<file path="config.mk">
export PLATFORM = sky130hd
export DESIGN_NAME = ps2_frame_rx
export DESIGN_NICKNAME = d
export VERILOG_FILES = /design/src/rtl/ps2_frame_rx.sv
export SDC_FILE = /design/constraint.sdc
export NUM_CORES = 1
export LEC_CHECK = 0
export CAP_MARGIN = 20
export CORE_MARGIN = 2
export CORE_UTILIZATION = 35
export DETAILED_ROUTE_END_ITERATION = 12
export GPL_ROUTABILITY_DRIVEN = 0
export MAX_ROUTING_LAYER = met4
export SYNTH_ARGS = -nofsm -noshare
export SYNTH_HDL_FRONTEND = slang
export SYNTH_SLANG_ARGS = --single-unit
</file>
<file path="constraint.sdc">
create_clock -name clk -period 2.4 [get_ports clk]
set_input_delay 0.48 -clock clk [delete_from_list [all_inputs] [get_ports clk]]
set_output_delay 0.48 -clock clk [all_outputs]
set_load 0.05 [all_outputs]
</file>
<file path="src/rtl/ps2_frame_rx.sv">
// PS/2 device-to-host frame receiver: synchronizes and de-glitches the PS/2
// clock, deserializes 11-bit frames and reports good bytes or frame errors.
module ps2_frame_rx #(
    parameter int FILTER_LEN  = 8,
    parameter int TIMEOUT_CYC = 50000
) (
    input  logic       clk,
    input  logic       reset,
    input  logic       keyb_clk,
    input  logic       keyb_data,
    output logic [7:0] scan_code,
    output logic       scan_ready,
    output logic       parity_err,
    output logic       frame_err
);

    localparam int FW = $clog2(FILTER_LEN + 1);
    localparam int TW = $clog2(TIMEOUT_CYC + 1);

    typedef enum logic [1:0] {IDLE, DATA, PARITY, STOP} state_t;

    logic          clk_s1, clk_s2;
    logic          data_s1, data_s2;
    logic          filt_clk;
    logic [FW-1:0] filt_cnt;
    logic          fall;

    state_t        state, state_n;
    logic [2:0]    bit_cnt, bit_n;
    logic [TW-1:0] timer, tmr_n;
    logic [7:0]    shreg, sh_n;
    logic          par_bit, par_n;
    logic [7:0]    code_n;
    logic          rdy_n, perr_n, ferr_n;

    // Synchronizers and clock filter; fall is registered alongside the flip
    always_ff @(posedge clk or posedge reset) begin
        if (reset) begin
            clk_s1   <= 1'b1;
            clk_s2   <= 1'b1;
            data_s1  <= 1'b1;
            data_s2  <= 1'b1;
            filt_clk <= 1'b1;
            filt_cnt <= '0;
            fall     <= 1'b0;
        end else begin
            clk_s1  <= keyb_clk;
            clk_s2  <= clk_s1;
            data_s1 <= keyb_data;
            data_s2 <= data_s1;
            fall    <= 1'b0;
            if (clk_s2 == filt_clk) begin
                filt_cnt <= '0;
            end else if (filt_cnt == FW'(FILTER_LEN - 1)) begin
                filt_cnt <= '0;
                filt_clk <= clk_s2;
                fall     <= filt_clk;
            end else begin
                filt_cnt <= filt_cnt + FW'(1);
            end
        end
    end

    always_ff @(posedge clk or posedge reset) begin
        if (reset) begin
            state      <= IDLE;
            bit_cnt    <= '0;
            timer      <= '0;
            shreg      <= '0;
            par_bit    <= 1'b0;
            scan_code  <= 8'h00;
            scan_ready <= 1'b0;
            parity_err <= 1'b0;
            frame_err  <= 1'b0;
        end else begin
            state      <= state_n;
            bit_cnt    <= bit_n;
            timer      <= tmr_n;
            shreg      <= sh_n;
            par_bit    <= par_n;
            scan_code  <= code_n;
            scan_ready <= rdy_n;
            parity_err <= perr_n;
            frame_err  <= ferr_n;
        end
    end

    always_comb begin
        state_n = state;
        bit_n   = bit_cnt;
        tmr_n   = timer;
        sh_n    = shreg;
        par_n   = par_bit;
        code_n  = scan_code;
        rdy_n   = 1'b0;
        perr_n  = 1'b0;
        ferr_n  = 1'b0;
        if (state != IDLE) begin
            tmr_n = timer + TW'(1);
        end
        unique case (state)
            IDLE: begin
                if (fall && !data_s2) begin
                    state_n = DATA;
                    bit_n   = '0;
                    tmr_n   = '0;
                end
            end
            DATA: begin
                if (fall) begin
                    sh_n[bit_cnt] = data_s2;
                    tmr_n         = '0;
                    if (bit_cnt == 3'd7) begin
                        state_n = PARITY;
                    end else begin
                        bit_n = bit_cnt + 3'd1;
                    end
                end
            end
            PARITY: begin
                if (fall) begin
                    par_n   = data_s2;
                    tmr_n   = '0;
                    state_n = STOP;
                end
            end
            STOP: begin
                if (fall) begin
                    state_n = IDLE;
                    tmr_n   = '0;
                    // A bad stop bit dominates a parity failure
                    if (!data_s2) begin
                        ferr_n = 1'b1;
                    end else if (^{shreg, par_bit}) begin
                        code_n = shreg;
                        rdy_n  = 1'b1;
                    end else begin
                        perr_n = 1'b1;
                    end
                end
            end
            default: state_n = IDLE;
        endcase
        if (state != IDLE && !fall && timer == TW'(TIMEOUT_CYC - 1)) begin
            state_n = IDLE;
            tmr_n   = '0;
            ferr_n  = 1'b1;
        end
    end

endmodule

</file>
==> results.txt <==
Counting stages on the worst path, the most repeated cell is xnor2_1. After detailed routing, the total wire length is 3.96 mm. The die is 87.0 µm wide. The total of max-cap violations is 0. The number of hold-slack violations in the final timing report is 0. The static power due to leakage came out at 1.29 nW.

The cell taking the most area after synthesis is dfrtp_1. The number of clock buffers added by TritonCTS is 5. The worst-case reg-to-reg path depth is 5.

The final route contains 1549 vias. Yosys mapped a number of flops with a built-in enable equal to 0. The number of distinct library cells after synthesis is 32. The count of unresolved DRC violations after routing came out at 0. The startpoint identified for the worst register-to-register timing path is shreg[2]$_DFFE_PP0P_.

The share of the synthesized area in the top cell type came out at 47.8%. The top cell types in the final layout, fill and taps aside, are dfrtp_1, nor2_1, mux2_2. Summed over all layers, the global routing overflow is 0. The first-pass GRT wire length came out at 6.90 mm. The count of hold-fix buffers inserted at cts came out at 0. The number of rows created at floorplan came out at 30. Dividing the detail-routed wire length by the instance count gives 12.5 µm. Setup repair after global routing left no endpoint under its margin. No sink is reached through more buffers than the 2 on the longest clock path. The endpoint required time on the critical path came out at 2.60 ns. The post-cts gate resize count came out at 0. The synthesized netlist net count came out at 228.

The signal on the critical path passes through xnor2_1, xnor2_1, xnor2_2, mux2i_4, mux2_2. The die area is 0.00756 mm². The worst setup path is launched from a flip-flop. The classification of the worst setup path is flip-flop to flip-flop. The number of iterations in the first detailed-routing pass is 4.

The number of antenna violations at the first check in global routing came out at 0. The maximum clock frequency is 492 MHz. The detailed placement HPWL is 2.77 mm.

Adding up every negative setup slack in the final design gives 0 ns. The total of flip-flops plus latches after synthesis is 51. The number of buffers added for setup after CTS came out at 0. The count of non-filler cells in the finished layout came out at 316.

The count of final setup violators came out at 0. The mean area per synthesized cell came out at 11.2 µm². The most instantiated flip-flop cell in the synthesis netlist is dfrtp_1. The area added between synthesis and finish is 16.4%. The slowest stage of the critical path is the mux2i_4 cell. The placeable core region came out at 0.00672 mm². For hold timing, the worst endpoint is clk_s2$_DFF_PP1_. The setup slack of the worst register-to-register path is 0.37 ns. In this run the vertical extent of the chip is 87.0 µm.

The final cycle utilization of the critical path is 84.7%. Setup slack on the critical path of the routed design comes to 0.367 ns. OpenSTA, run right after detailed placement, puts the worst setup slack at 0.360 ns. The fill cell total of the finished layout is 643. The combined global-route utilization of all metal layers is 12.0%. The finished cells cover 0.00281 mm².

Once detail routing completed, the nets flagged for antenna violations numbered 0. The number of port buffers is 14. The total of warnings raised by yosys is 0. The clock insertion delay at the later pin of the skew report is 0.31 ns. For this run, the post-layout net count is 247. The clock period could shrink to 2.03 ns.

In this run the critical register-to-register path is captured at scan_code[5]$_DFFE_PP0P_. The run finished with clean final reports. The element type at the critical path end is a flip-flop. By area the synthesized netlist is led by dfrtp_1, mux2_2, xnor2_1. The count of antenna diodes in the layout came out at 0.

For this design the ratio of total power to cell area is 623 mW/mm². Entering global routing, the biggest net connects 31 pins. The biggest fanout along the worst timing path is 8.

The number of placed cells counting well taps is 308. The transition at the pin with the smallest max-transition slack came out at 0.513 ns. The proportion of synthesized chip area in sequential cells came out at 53.2%. The starting density of the core came out at 35.9%. Leaving out fill and tap cells, the most frequent cell in the layout is dfrtp_1. The violation count after the first detailed-route iteration is 89. The maximum resistive drop on vdd is 287 µV. The peak per-stage delay on the critical path is 0.44 ns. In this run the most critical hold path is launched from clk_s1$_DFF_PP1_. The worst hold path belongs to the class flip-flop to flip-flop.

The count of pins over their slew limit came out at 0. The number of sinks handled by clock tree synthesis is 51. The share of synthesized registers carrying an async set or reset is 100%. The final setup skew came out at 0.00848 ns.

The post-route netlist has 15.7% of its cells at a drive strength greater than 1. The gate count of the mapped netlist came out at 216. 15 I/O pins were placed.

In this run the tightest slew margin relative to its limit is 65.7%. The data arrival time of the worst path is 2.24 ns. The instance area after placement is 0.00267 mm².

The via count of the first global-routing pass is 1436. The cell area after synthesis is 0.00241 mm². After detailed routing, the number of vias per cell comes to 4.90. The number of H-tree levels came out at 2. The cell at the root of the clock tree is clkbuf_8. The clock transition at the registers of the reported paths came out at 0.10 ns.

The number of cells traversed by the worst hold path is 0. The CTS tree is built.
## critical path: cells and delay by family, from the launching register on
| family | cells | cell delay [ns] |
|---|---|---|
| muxes | 2 | 0.82 |
| xor gates and xnor gates | 3 | 0.69 |
| DFF | 1 | 0.42 |
## synthesized netlist by cell type, types with 2 or more instances
master and number:
nand3_1 6, a21oi_1 2, nand4_1 5, inv_1 4, xor2_1 7, nor2b_1 3, nand2b_1 4, o21ai_0 8
nor2_1 30, nor3_1 6, and3_1 3, clkbuf_1 4, and2_1 4, a22o_1 4, and4b_1 2, nand3b_1 2
xnor2_1 16, ha_1 8, and4_1 2, nor3b_1 2, dfrtp_1 46, dfstp_2 5, nand2_1 17, mux2_2 18
## stage by stage
| step | hold slack, ns | power [mW] | utilization [%] |
|---|---|---|---|
| floorplan | 0.345 | 1.01 | - |
| global placement | 0.346 | 1.04 | 39.7 |
| detailed placement | 0.347 | 1.04 | 39.7 |
| CTS | 0.361 | 1.78 | 41.8 |
| global route | 0.366 | 1.83 | 41.8 |
| finish | 0.359 | 1.75 | 41.8 |
## how the worst max path moves through the flow
stage	start	slack, ns	cells after the start	endpoint
after floorplan	state[0]$_DFFE_PP0P_	0.50	9	timer[10]$_DFF_PP0_
after global placement	shreg[2]$_DFFE_PP0P_	0.39	5	scan_code[3]$_DFFE_PP0P_
after detailed placement	shreg[2]$_DFFE_PP0P_	0.36	5	scan_code[1]$_DFFE_PP0P_
after CTS	shreg[2]$_DFFE_PP0P_	0.33	5	scan_code[3]$_DFFE_PP0P_
after global routing	shreg[2]$_DFFE_PP0P_	0.20	5	scan_code[1]$_DFFE_PP0P_
final	shreg[2]$_DFFE_PP0P_	0.37	5	scan_code[5]$_DFFE_PP0P_
## flip-flops by register name, summed over array words and instances (netlist names), 2 cells and up
| signal | cells |
|---|---|
| state | 2 |
| scan_code | 8 |
| filt_cnt | 4 |
| shreg | 8 |
| bit_cnt | 3 |
| timer | 16 |
## layout make-up
cell class | count | area [µm²] | area share (%)
flip-flops and latches | 51 | 1280 | 45.7
multi-input cells | 156 | 1090 | 38.9
repair buffers | 17 | 175 | 6.24
well taps | 80 | 100 | 3.57
clock inverters | 3 | 71.3 | 2.54
clock buffers | 5 | 68.8 | 2.45
inverters | 4 | 15.0 | 0.535
## metal layers
layer | wire length, µm | track usage, % | up-vias
met3 | 93 | 3.13 | 6
met1 | 2060 | 16.9 | 751
li1 | - | - | 777
met2 | 1720 | 16.6 | 15
met4 | 79 | 4.69 | 0
met5 | 0 | - | -
## cell families (layout without fill, tap and decap cells)
logic type | after synthesis | in the layout | synth area share [%]
AND/OR/NAND/NOR | 88 | 88 | 18.2
buffers and inverters | 9 | 29 | 1.45
XOR/XNOR | 24 | 24 | 9.03
adder cells (fa/ha/maj) | 8 | 8 | 4.15
AO/OA/AOI/OAI | 16 | 16 | 4.21
flip-flops | 51 | 51 | 53.2
multiplexers | 20 | 20 | 9.76
## report_power, final
part	switching (mW)	total, mW	leakage (nW)	internal, mW
Clock	0.300	0.723	0.0703	0.423
Combinational	0.0487	0.0948	0.530	0.0461
Sequential	0.0277	0.928	0.693	0.901
Note: power is estimated with default switching activity, not from simulation.
==> RTL change 1 (same settings) <==
Take the reset off `shreg` and load it in a clocked block of its own.
--- a/src/rtl/ps2_frame_rx.sv
+++ b/src/rtl/ps2_frame_rx.sv
@@ -66,7 +66,6 @@
             state      <= IDLE;
             bit_cnt    <= '0;
             timer      <= '0;
-            shreg      <= '0;
             par_bit    <= 1'b0;
             scan_code  <= 8'h00;
             scan_ready <= 1'b0;
@@ -76,13 +75,16 @@
             state      <= state_n;
             bit_cnt    <= bit_n;
             timer      <= tmr_n;
-            shreg      <= sh_n;
             par_bit    <= par_n;
             scan_code  <= code_n;
             scan_ready <= rdy_n;
             parity_err <= perr_n;
             frame_err  <= ferr_n;
         end
+    end
+
+    always_ff @(posedge clk) begin
+        shreg <= sh_n;
     end
 
     always_comb begin
Behaviour: no difference found for any inputs over 10 cycles, from zero or initial values and one cycle with reset high; that may be too few to reach the edited logic, so the function may still have changed.
==> RTL change 1 against the unedited design <==
Worst setup slack lost 0.15 ns. Total power shrank 0.89%. Die area is 1.6% higher. Highest routed layer unchanged. Largest power group unchanged. Synthesized area grew 1.7%. Critical endpoint is now timer[15]. Sequential cell count did not move. Routed wire length down 4.1%. Combinational power down 5.9%. Design area up 1.8%. Hold slack is essentially flat.
==> RTL change 1: results (changes against the unedited design) <==
| Stage | Metric | Reported | Delta |
|:---|:---|:---|:---|
| finish | Multi-input gates | 152 | -2.6% |
| logic synthesis | Post-synth net total | 227 | -0.44% |
| global routing | Maximum number of pins on one net before global-route repair | 44 | +42% |
| placed design | Area of placed instances | 2720 um^2 | +2.1% |
| timing | Final worst clock skew | 0.008509 ns | +0.00003278 ns |
| timing | Worst slew margin relative to its limit | 63.57% | -2.2 points |
| finish | Layout clock area frac | 4.774% | -0.22 points |
| global routing | Overall Global Routing Usage | 11.74% | -0.30 points |
| detailed routing | Met2 wirelength from detailed routing | 1793 um | +4.4% |
| finish | Relative area of non-clock buffer cells in the final design | 5.957% | -0.29 points |
| global routing | Global routing met3 resource utilization | 3.110% | -0.018 points |
| logic synthesis | Synth cell types | 44 | +38% |
| finish | Seq/total area | 46.30% | +0.58 points |
| logic synthesis | EDFF count, synth | 8 | +8 |
| clocking | Clock root buffer | clkbuf_8 |  |
| critical path | Delay of the slowest cell on the worst path | 0.48 ns | +0.04 ns |
| logic synthesis | Top cells by area in the synthesized netlist | dfrtp_1 39%, edfxtp_1 9.8%, dfstp_2 5.4%, mux2_2 5.1%, ha_1 4.1% |  |
| power and ir drop | IR Drop Worst-Case VDD | 0.3063 mV | +6.8% |
| floorplanning | Floorplan die area | 7685 um^2 | +1.6% |
| finish | Multi-input gate share of total cell area | 37.85% | -1.1 points |
| detailed routing | Initial DRT Pass Iterations | 5 | +1 |
| hold path | Worst Hold Class | reg2reg |  |
| logic synthesis | Synth cell count leaders | 38 x dfrtp_1, 21 x nor2_1, 12 x nand2_1, 12 x nand3_1 |  |
| global routing | Met1 layer usage reported by global route | 14.12% | -2.8 points |
| finish | Fraction of final layout cells with drive strength greater than 1 | 15.25% | -0.42 points |
| critical path | CP max FO | 6 | -2 |
| global routing | Vias in the first global route | 1572 | +9.5% |
| detailed routing | Wire length on met3 | 118 um | +27% |
| critical path | Cell with the biggest individual delay on the critical path | or3b_2 |  |
| detailed routing | 1st-iter DRT viols | 62 | -30% |
| finish | Layout filler cell count | 660 | +2.6% |
| detailed routing | Metal-1 WL | 1822 um | -12% |
| logic synthesis | Fraction of the yosys area taken by sequential cells | 53.98% | +0.76 points |
| detailed routing | WL per Instance | 11.42 um | -8.7% |
| critical path | Cell type group with the largest total delay on the critical path | simple AND/OR/NAND/NOR gates |  |
| detailed routing | Average via count per standard cell | 4.717 | -3.8% |
| logic synthesis | FFs w/ async S/R, synth | 84.31% | -16 points |
| global routing | Global-route wire length before repair | 6934 um | +0.49% |
| outcome | Status | finished, final reports clean |  |
==> RTL change 1: cell types whose count changed after synthesis, moves of 3 or more <==
cell	change
nor2_1	-9
dfrtp_1	-8
edfxtp_1	+8
mux2_2	-7
nand3_1	+6
a21oi_1	+5
nand2_1	-5
xnor2_1	-5
and2_1	-3
inv_1	+3
nand4_1	-3
o211ai_1	+3
xor2_1	-3
==> RTL change 1: final timing paths <==
check,from,endpoint,slack (ns),depth (start not counted)
max reg2reg,state[0],timer[15],0.21,6
max,state[0],timer[15],0.21,6
min in group asynchronous,reset,bit_cnt[1],0.60,3
min reg2reg,clk_s1,clk_s2,0.36,0
max in group asynchronous,reset,filt_clk,1.41,3
min,clk_s1,clk_s2,0.36,0
==> RTL change 1: stage by stage <==
step	power, mW	cells	util [%]
floorplan	1.029	215	-
global placement	1.054	324	40.04
detailed placement	1.058	324	40.04
CTS	1.765	332	42.04
global route	1.816	332	42.04
finish	1.731	332	42.04
==> RTL change 1: cells by family (layout without fill, tap and decap cells) <==
group	after synthesis	after routing	synth area share, %
DFF	51	51	53.98
muxes	14	14	6.793
xor gates and xnor gates	17	17	7.252
buffers and inverters	12	33	1.890
adders and majority gates	8	8	4.086
AOI/OAI and AO/OA	29	29	7.711
and+or+nand+nor	84	84	18.28
==> RTL change 1: where the power goes <==
group / internal, mW / switching [mW]
Clock: 0.415 / 0.279
Combinational: 0.0445 / 0.0447
Sequential: 0.919 / 0.0282
Total: 1.38 / 0.352
==> RTL change 1: worst register-to-register path, stage by stage (launching register included) <==
cell and delay (ns):
dfrtp_1 0.42, inv_1 0.08, ha_1 0.22, nand4b_2 0.29
nor4_1 0.47, or3b_2 0.48, a21oi_1 0.15
==> RTL change 2 (same settings) <==
Made on the original files. `TIMEOUT_CYC`: 50000 -> 25000.
--- a/src/rtl/ps2_frame_rx.sv
+++ b/src/rtl/ps2_frame_rx.sv
@@ -2,7 +2,7 @@
 // clock, deserializes 11-bit frames and reports good bytes or frame errors.
 module ps2_frame_rx #(
     parameter int FILTER_LEN  = 8,
-    parameter int TIMEOUT_CYC = 50000
+    parameter int TIMEOUT_CYC = 25000
 ) (
     input  logic       clk,
     input  logic       reset,
Formal check against the unedited RTL: same outputs for any inputs over 10 cycles, from zero or initial values and one cycle with reset high; that may be too few to reach the edited logic, so the function may still have changed.
==> RTL change 2 against the unedited design <==
Design area fell by 3.2%. Combinational power is 9.7% higher. Hold slack gained 0.0018 ns. Routed wire length up 3.9%. Global-route usage increased by 0.91 points. Sequential power decreased by 2%. Synthesized area down 1.8%. Via count fell by 1.9%. Clock skew decreased by 0.00062 ns. Sequential cell count fell by 1. Total power down 13%. Worst setup slack better by 0.027 ns. Final cell count down 0.63%. Critical endpoint is now scan_code[3].
==> RTL change 2: results (changes against the unedited design) <==
| Stage | Metric | Reported | Delta |
|:---|:---|:---|:---|
| finish | Fraction of final layout cells with drive strength greater than 1 | 15.61% | -0.066 points |
| global routing | Global routing met3 resource utilization | 2.952% | -0.18 points |
| detailed routing | Routed via count | 1519 | -1.9% |
| critical path | Critical path data arrival time | 2.19 ns | -0.05 ns |
| logic synthesis | Post-synth net total | 227 | -0.44% |
| detailed routing | Metal-1 WL | 2055 um | -0.44% |
| global routing | Maximum number of pins on one net before global-route repair | 21 | -32% |
| logic synthesis | Fraction of the yosys area taken by sequential cells | 53.15% | -0.073 points |
| finish | Leading registers by flop count | timer x15, scan_code x8, shreg x8 |  |
| detailed routing | Met2 wirelength from detailed routing | 1920 um | +12% |
| timing | Final worst clock skew | 0.007856 ns | -0.0006193 ns |
| outcome | Status | finished, final reports clean |  |
| detailed routing | 1st-iter DRT viols | 68 | -24% |
| power and ir drop | Power in the clock group | 0.507 mW | -30% |
| global routing | Met1 layer usage reported by global route | 17.83% | +0.94 points |
| global routing | Overall Global Routing Usage | 12.94% | +0.91 points |
| power and ir drop | Sw Ratio | 23.36% | +1.8 points |
| placed design | Number of placed instances, taps included | 306 | -0.65% |
| global routing | Met2 track utilization from global routing | 18.89% | +2.3 points |
| detailed routing | Average via count per standard cell | 4.838 | -1.3% |
| detailed routing | WL per Instance | 13.08 um | +4.5% |
| power and ir drop | Portion of total power attributed to sequential cells | 59.8% | +6.6 points |
| logic synthesis | Synth cell types | 33 | +3.1% |
| placed design | Detail Placement HPWL | 2968 um | +7.3% |
| power and ir drop | Leakage | 1.189 nW | -8.1% |
| global routing | Most congested layer reported by global routing | met2 |  |
-- RTL change 2: layout make-up --
class                      count  area, um^2
timing repair buffer          19       177.7
clock buffer                   6       82.58
fill                         632        3742
inverter                       6       22.52
sequential                    50        1257
clock inverter                 2       12.51
multi-input combinational    154        1067
tap                           77       96.34
-- RTL change 2: cell families (layout without fill, tap and decap cells) --
kind of cell / count (synthesis) / after routing / share of synthesized area (%)
xor+xnor: 24 / 24 / 9.202
simple gates: 86 / 86 / 18.24
fa+ha+maj: 8 / 8 / 4.231
compound gates: 18 / 18 / 4.442
mux: 18 / 18 / 8.990
buf+inv: 11 / 33 / 1.745
flops: 50 / 50 / 53.15
-- RTL change 2: worst max-delay path, stage by stage, from the launching register on --
cell,delay (ns)
dfrtp_1,0.41
xnor2_1,0.19
xnor2_1,0.14
xnor2_2,0.33
mux2i_4,0.44
mux2_2,0.38
-- RTL change 2: path summary, 6_finish.rpt --
| kind | from | to | slack (ns) | cells past startpoint |
|---|---|---|---|---|
| setup / recovery | shreg[2] | scan_code[3] | 0.39 | 5 |
| hold / removal | data_s1 | data_s2 | 0.36 | 0 |
| setup reg to reg | shreg[2] | scan_code[3] | 0.39 | 5 |
| hold reg to reg | data_s1 | data_s2 | 0.36 | 0 |
| max in group asynchronous | reset | frame_err | 1.32 | 3 |
| min in group asynchronous | reset | bit_cnt[0] | 0.49 | 2 |
-- RTL change 2: per-stage QoR --
stage,cell area (um^2),setup WS (ns)
finish,2716,0.3939
global route,2716,0.2047
CTS,2716,0.3567
detailed placement,2621,0.3613
global placement,2621,0.4033
floorplan,2366,0.5620
